### src/rtl/mux_xor_frame_scrambler_if.sv
// Bus between a word source and mux_xor_frame_scrambler.
//   master: drives start/mode/key/ch_data/ch_sel/in_valid, receives results
//   slave : the scrambler side
//   start     - one-cycle frame start, samples mode and key
//   mode      - 00 pass, 01 key, 10 LFSR, 11 key and LFSR
//   key       - static key and LFSR seed
//   ch_data   - channel c at [c*WIDTH +: WIDTH]
//   ch_sel    - channel select per accepted word
//   in_valid  - word present this cycle
//   data_out/out_valid     - processed word, one pulse per word
//   check_out/check_valid  - frame XOR check, pulse at frame end
//   busy      - frame in progress
interface mux_xor_frame_scrambler_if #(
  parameter int CHANNELS = 4,
  parameter int WIDTH    = 8
);
  localparam int SW = $clog2(CHANNELS);

  logic                      start;
  logic [1:0]                mode;
  logic [WIDTH-1:0]          key;
  logic [CHANNELS*WIDTH-1:0] ch_data;
  logic [SW-1:0]             ch_sel;
  logic                      in_valid;
  logic [WIDTH-1:0]          data_out;
  logic                      out_valid;
  logic [WIDTH-1:0]          check_out;
  logic                      check_valid;
  logic                      busy;

  modport master (
    output start, mode, key, ch_data, ch_sel, in_valid,
    input  data_out, out_valid, check_out, check_valid, busy
  );

  modport slave (
    input  start, mode, key, ch_data, ch_sel, in_valid,
    output data_out, out_valid, check_out, check_valid, busy
  );
endinterface

### src/rtl/mux_xor_frame_scrambler.sv
// Channel mux followed by XOR with a static key and/or an 8-bit Galois LFSR
// keystream, with a running XOR check emitted at the end of each frame.
//   clk   - rising-edge clock
//   rst_n - asynchronous active-low reset
//   bus   - slave side of mux_xor_frame_scrambler_if (see that file)
module mux_xor_frame_scrambler #(
  parameter int CHANNELS  = 4,
  parameter int WIDTH     = 8,
  parameter int FRAME_LEN = 4
) (
  input  logic                        clk,
  input  logic                        rst_n,
  mux_xor_frame_scrambler_if.slave    bus
);
  localparam int CW = (FRAME_LEN > 1) ? $clog2(FRAME_LEN) : 1;
  localparam logic [CW-1:0] LAST = CW'(FRAME_LEN - 1);

  typedef enum logic {IDLE, RUN} state_t;

  state_t            state_q, state_d;
  logic [CW-1:0]     count;
  logic [WIDTH-1:0]  acc;
  logic [7:0]        lfsr;
  logic [1:0]        mode_r;
  logic [WIDTH-1:0]  key_r;
  logic [WIDTH-1:0]  data_out_r, check_out_r;
  logic              out_valid_r, check_valid_r;
  logic              accept, frame_end;
  logic [7:0]        seed;
  logic [WIDTH-1:0]  word;
  logic [WIDTH-1:0]  ch_arr [CHANNELS];

  for (genvar c = 0; c < CHANNELS; c++) begin : g_ch
    assign ch_arr[c] = bus.ch_data[c*WIDTH +: WIDTH];
  end

  // A zero seed would lock the LFSR at zero, so it is replaced by 1.
  assign seed = (8'(bus.key) == 8'h00) ? 8'h01 : 8'(bus.key);

  assign word = ch_arr[bus.ch_sel]
              ^ (mode_r[0] ? key_r : '0)
              ^ (mode_r[1] ? lfsr[WIDTH-1:0] : '0);

  always_ff @(posedge clk or negedge rst_n) begin
    if (!rst_n) state_q <= IDLE;
    else        state_q <= state_d;
  end

  // start wins over in_valid in both states; words are only taken in RUN.
  always_comb begin
    state_d   = state_q;
    accept    = 1'b0;
    frame_end = 1'b0;
    case (state_q)
      IDLE: if (bus.start) state_d = RUN;
      RUN: begin
        if (!bus.start && bus.in_valid) begin
          accept = 1'b1;
          if (count == LAST) begin
            frame_end = 1'b1;
            state_d   = IDLE;
          end
        end
      end
      default: state_d = IDLE;
    endcase
  end

  always_ff @(posedge clk or negedge rst_n) begin
    if (!rst_n) begin
      count         <= '0;
      acc           <= '0;
      lfsr          <= 8'h01;
      mode_r        <= 2'b00;
      key_r         <= '0;
      data_out_r    <= '0;
      out_valid_r   <= 1'b0;
      check_out_r   <= '0;
      check_valid_r <= 1'b0;
    end else begin
      out_valid_r   <= 1'b0;
      check_valid_r <= 1'b0;
      if (bus.start) begin
        count  <= '0;
        acc    <= '0;
        mode_r <= bus.mode;
        key_r  <= bus.key;
        lfsr   <= seed;
      end else if (accept) begin
        data_out_r  <= word;
        out_valid_r <= 1'b1;
        acc         <= acc ^ word;
        // keystream advances per word regardless of mode
        lfsr        <= (lfsr >> 1) ^ (lfsr[0] ? 8'hB8 : 8'h00);
        if (frame_end) begin
          count         <= '0;
          check_out_r   <= acc ^ word;
          check_valid_r <= 1'b1;
        end else begin
          count <= count + 1'b1;
        end
      end
    end
  end

  assign bus.data_out    = data_out_r;
  assign bus.out_valid   = out_valid_r;
  assign bus.check_out   = check_out_r;
  assign bus.check_valid = check_valid_r;
  assign bus.busy        = (state_q == RUN);
endmodule

### src/flat_wrapper.sv
// flat-port wrapper written by rule: the top's interface ports become plain ports
module mux_xor_frame_scrambler_flat 
#(
  parameter int CHANNELS  = 4,
  parameter int WIDTH     = 8,
  parameter int FRAME_LEN = 4
)
  (clk, rst_n, bus_start, bus_mode, bus_key, bus_ch_data, bus_ch_sel, bus_in_valid, bus_data_out, bus_out_valid, bus_check_out, bus_check_valid, bus_busy);
  mux_xor_frame_scrambler_if #(.CHANNELS(CHANNELS), .WIDTH(WIDTH)) bus_i ();
  input  logic clk;
  input  logic rst_n;
  input wire logic [$bits(bus_i.start)-1:0] bus_start;
  input wire logic [$bits(bus_i.mode)-1:0] bus_mode;
  input wire logic [$bits(bus_i.key)-1:0] bus_key;
  input wire logic [$bits(bus_i.ch_data)-1:0] bus_ch_data;
  input wire logic [$bits(bus_i.ch_sel)-1:0] bus_ch_sel;
  input wire logic [$bits(bus_i.in_valid)-1:0] bus_in_valid;
  output wire logic [$bits(bus_i.data_out)-1:0] bus_data_out;
  output wire logic [$bits(bus_i.out_valid)-1:0] bus_out_valid;
  output wire logic [$bits(bus_i.check_out)-1:0] bus_check_out;
  output wire logic [$bits(bus_i.check_valid)-1:0] bus_check_valid;
  output wire logic [$bits(bus_i.busy)-1:0] bus_busy;
  assign bus_i.start = bus_start;
  assign bus_i.mode = bus_mode;
  assign bus_i.key = bus_key;
  assign bus_i.ch_data = bus_ch_data;
  assign bus_i.ch_sel = bus_ch_sel;
  assign bus_i.in_valid = bus_in_valid;
  assign bus_data_out = bus_i.data_out;
  assign bus_out_valid = bus_i.out_valid;
  assign bus_check_out = bus_i.check_out;
  assign bus_check_valid = bus_i.check_valid;
  assign bus_busy = bus_i.busy;
  mux_xor_frame_scrambler #(.CHANNELS(CHANNELS), .WIDTH(WIDTH), .FRAME_LEN(FRAME_LEN)) u_core (.clk(clk), .rst_n(rst_n), .bus(bus_i));
endmodule
### config.mk
export PLATFORM = sky130hd
export DESIGN_NAME = mux_xor_frame_scrambler_flat
export DESIGN_NICKNAME = d
export VERILOG_FILES = /design/src/rtl/mux_xor_frame_scrambler_if.sv /design/src/rtl/mux_xor_frame_scrambler.sv /design/src/flat_wrapper.sv
export SDC_FILE = /design/constraint.sdc
export NUM_CORES = 1
export LEC_CHECK = 0
export CAP_MARGIN = 5
export CELL_PAD_IN_SITES_DETAIL_PLACEMENT = 1
export CELL_PAD_IN_SITES_GLOBAL_PLACEMENT = 1
export CORE_MARGIN = 3
export CORE_UTILIZATION = 33
export CTS_CLUSTER_DIAMETER = 40
export DETAILED_ROUTE_END_ITERATION = 6
export PLACE_DENSITY = 0.75
export SYNTH_ARGS = -nofsm -noshare
export SYNTH_HDL_FRONTEND = slang
export SYNTH_SLANG_ARGS = --single-unit
### constraint.sdc
create_clock -name clk -period 1.65 [get_ports clk]
set_input_delay 0.33 -clock clk [delete_from_list [all_inputs] [get_ports clk]]
set_output_delay 0.33 -clock clk [all_outputs]
set_load 0.02 [all_outputs]
==> results.sh <==
export IMPL_rsz0062_at_grt="true"
export IMPL_die_area_sq_um=8290
export IMPL_via_count=1974
export IMPL_cts_inserted_buffers=5
export IMPL_synth_common_cells="dfrtp_1, nand2_1, o21ai_0, a21oi_1, clkbuf_1"
export IMPL_worst_slew_pin_slew_ns=0.281
export IMPL_reg2reg_depth=6
export IMPL_drc=0
export IMPL_slowest_delay_ns=0.50
export IMPL_core_sq_um=6910
export IMPL_grt_start_max_net_pins=48
export IMPL_powerDensity_nw_per_um2=951
export IMPL_crit_fanout=4
export IMPL_synthesis_nets=270
export IMPL_timing_final_max_slew_violations=0
export IMPL_p_sw_w=0.00105
export IMPL_synthArstFlopShare=1.00
export IMPL_yosysWarnings=0
export IMPL_cp_start_kind="input pin"
export IMPL_gp_congestion=0.789
export IMPL_firstDrtPassIters=4
export IMPL_die_h_um=91.1
export IMPL_crit_type="in -> reg"
export IMPL_pwr_share_seq=0.426
export IMPL_synth_cell_types=24
export IMPL_clock_power_share=0.214
export IMPL_worstPathRequired_ns=1.88
export IMPL_viasPerCell=4.80
export IMPL_critPathSlowestCell="mux4_2"
export IMPL_cts_sinks=47
export IMPL_cts_tree="done"
export IMPL_design_area_sq_um=3570
export IMPL_diodes=0
export IMPL_antenna_found_initial=0
export IMPL_layout_drive_gt1_share=0.254
export IMPL_clock_path_buffers=2
export IMPL_dp_cells=390
export IMPL_min_period_over_period=1.01
export IMPL_hold_path_class="in -> async"
export IMPL_wl_per_cell_um=16.1
export IMPL_max_cap_violations=0
export IMPL_grt_usage=0.157
export IMPL_hold_viol=0
export IMPL_fin_cells=411
export IMPL_synth_edf_count=0
export IMPL_clock_skew_ns=0.0101
export IMPL_final_nets=363
export IMPL_syn2layout_area_growth_pct=49.6
export IMPL_switching_share=0.310
export IMPL_final_seq_area_sq_um=1180
export IMPL_leakagePower_nw=1.74
export IMPL_gr_total_overflow=0
export IMPL_ys_flop_type="dfrtp_1"
export IMPL_yosysTopAreaCell="dfrtp_1"
export IMPL_synth_ff_latch_count=47
export IMPL_slew_limit_headroom=0.811
export IMPL_synth_cells=221
export IMPL_arrival_ns=1.90
export IMPL_timing_final_ws_setup_ns=-0.0154
export IMPL_internal_power_w=0.00234
export IMPL_clkLatencyLatePin_ns=0.30
export IMPL_rows=30
export IMPL_multi_input_area_sq_um=1160
export IMPL_fin_crit_ns=1.67
export IMPL_cts_root_buf="clkbuf_8"
export IMPL_drt_total_wl_um=6630
export IMPL_die_x_um=91.1
export IMPL_comb_power_share=0.360
export IMPL_path_clk_slew_ns=0.09
export IMPL_start_util=0.346
export IMPL_crit_chain="buf_6, buf_12, mux4_2, xnor3_2, or3_4, a21oi_2"
export IMPL_grt_pass1_wl_um=10400
export IMPL_whs_ns=0.00407
export IMPL_ant_nets=0
export IMPL_synth_most_common_cell="dfrtp_1"
export IMPL_fin_tns_setup_ns=-0.0178
export IMPL_violations="setup timing"
export IMPL_synthTopCellsByArea="dfrtp_1, mux4_1, o21ai_0, xnor3_1, nand2_1"
export IMPL_syn_avg_cell_area_sq_um=10.8
export IMPL_vdd_drop_max_uv=339
export IMPL_io_pins=67
export IMPL_synth_cell_area_sq_um=2390
export IMPL_drtIter0Drc=63
export IMPL_holdBufCountCts=0
export IMPL_first_global_vias=2176
export IMPL_dpl_hpwl_um=4880
export IMPL_fill_cells=783
export IMPL_port_buffers=66
export IMPL_end_kind="flop"
export IMPL_fmax_ghz=0.600
export IMPL_run_status="finished, violations left"
export IMPL_synth_top_area_frac=0.482
export IMPL_place_area_sq_um=3300
export IMPL_h_tree_depth=2
export IMPL_yosysSeqAreaShare=0.493
export IMPL_setup_violations=2
[worst max-delay path: cells and delay by family]
kind                   cells  cell delay (ns)
AND/OR/NAND/NOR            1             0.34
buffers and inverters      2             0.16
AO/OA/AOI/OAI              1             0.12
multiplexers               1             0.50
XOR/XNOR                   1             0.44
[sequential cells by signal, summed over array words and instances (netlist names)]
register	count
u_core.bus.out_valid	1
u_core.mode_r	2
u_core.bus.busy	1
u_core.count	2
u_core.bus.check_valid	1
u_core.bus.data_out	8
u_core.bus.check_out	8
u_core.lfsr	8
u_core.acc	8
u_core.key_r	8
[metal layers]
metal  track usage  routed length (um)
met1         0.188                2760
met2         0.280                3450
met3        0.0323                 336
met4        0.0503                  79
met5             0                   0
[cells by family after synthesis]
kind of cell               synth area share
buffers and inverters                0.0414
muxes                                 0.123
xor gates and xnor gates              0.116
DFF                                   0.493
adders and majority gates           0.00524
AOI/OAI and AO/OA                     0.114
and+or+nand+nor                       0.107
[cell type report]
cell class | instances | area share
Timing Repair Buffer | 101 | 0.275
Inverter | 9 | 0.00945
Sequential cell | 47 | 0.331
Multi-Input combinational cell | 150 | 0.325
Clock inverter | 1 | 0.00245
Clock buffer | 7 | 0.0242
Tap cell | 96 | 0.0336
[layout by cell type, fill, tap and decap left out, types with 2 or more instances in the layout]
cell	n
nand2_1	43
dfrtp_1	43
o21ai_0	32
dlygate4sd2_1	29
buf_4	27
clkdlybuf4s50_1	25
inv_1	9
mux4_2	8
o21ai_1	8
a21oi_2	7
buf_12	7
a21oi_1	6
clkbuf_8	6
xnor3_2	5
xor2_1	5
mux2i_1	5
or3_4	5
clkdlybuf4s15_1	5
dlymetal6s2s_1	5
nor2_1	4
xor2_2	3
xnor3_1	3
mux2_2	3
xnor2_1	3
or3_1	3
dfrtp_2	3
buf_2	2
[power by group through the flow]
stage          Clock [W]  Combinational, W  Sequential, W
2_1_floorplan          0          0.000453        0.00154
3_3_place_gp           0           0.00106        0.00146
3_5_place_dp           0           0.00109        0.00147
4_1_cts         0.000752           0.00113        0.00145
5_1_grt         0.000792           0.00133        0.00147
6_report        0.000727           0.00122        0.00145
[path summary, 6_finish.rpt]
path	start	end	slack, ns
max	bus_ch_sel[0]	u_core.acc[4]	-0.02
min	rst_n	u_core.bus.check_out[2]	0.004
max reg2reg	u_core.mode_r[0]	u_core.acc[0]	0.02
min reg2reg	u_core.bus.check_out[3]	u_core.bus.check_out[3]	0.49
max in group asynchronous	rst_n	u_core.lfsr[0]	1.36
min in group clk	u_core.bus.check_out[3]	u_core.bus.check_out[3]	0.49
[repair_timing]
item,in CTS,in global routing
resized for setup,46,33
buffers inserted,5,8
setup endpoints to repair,25,15
pin swaps,15,13
gates cloned,0,0
[per-stage QoR]
| step | util | total power, W | setup slack, ns |
|---|---|---|---|
| final | 0.517 | 0.00340 | -0.0154 |
| after global routing | 0.517 | 0.00359 | -0.0785 |
| after CTS | 0.492 | 0.00333 | -0.00264 |
| after detailed placement | 0.478 | 0.00256 | -0.673 |
| after global placement | 0.478 | 0.00252 | -0.600 |
| after floorplan | - | 0.00200 | -0.00264 |
No activity file was read; power rests on OpenSTA's default activity.
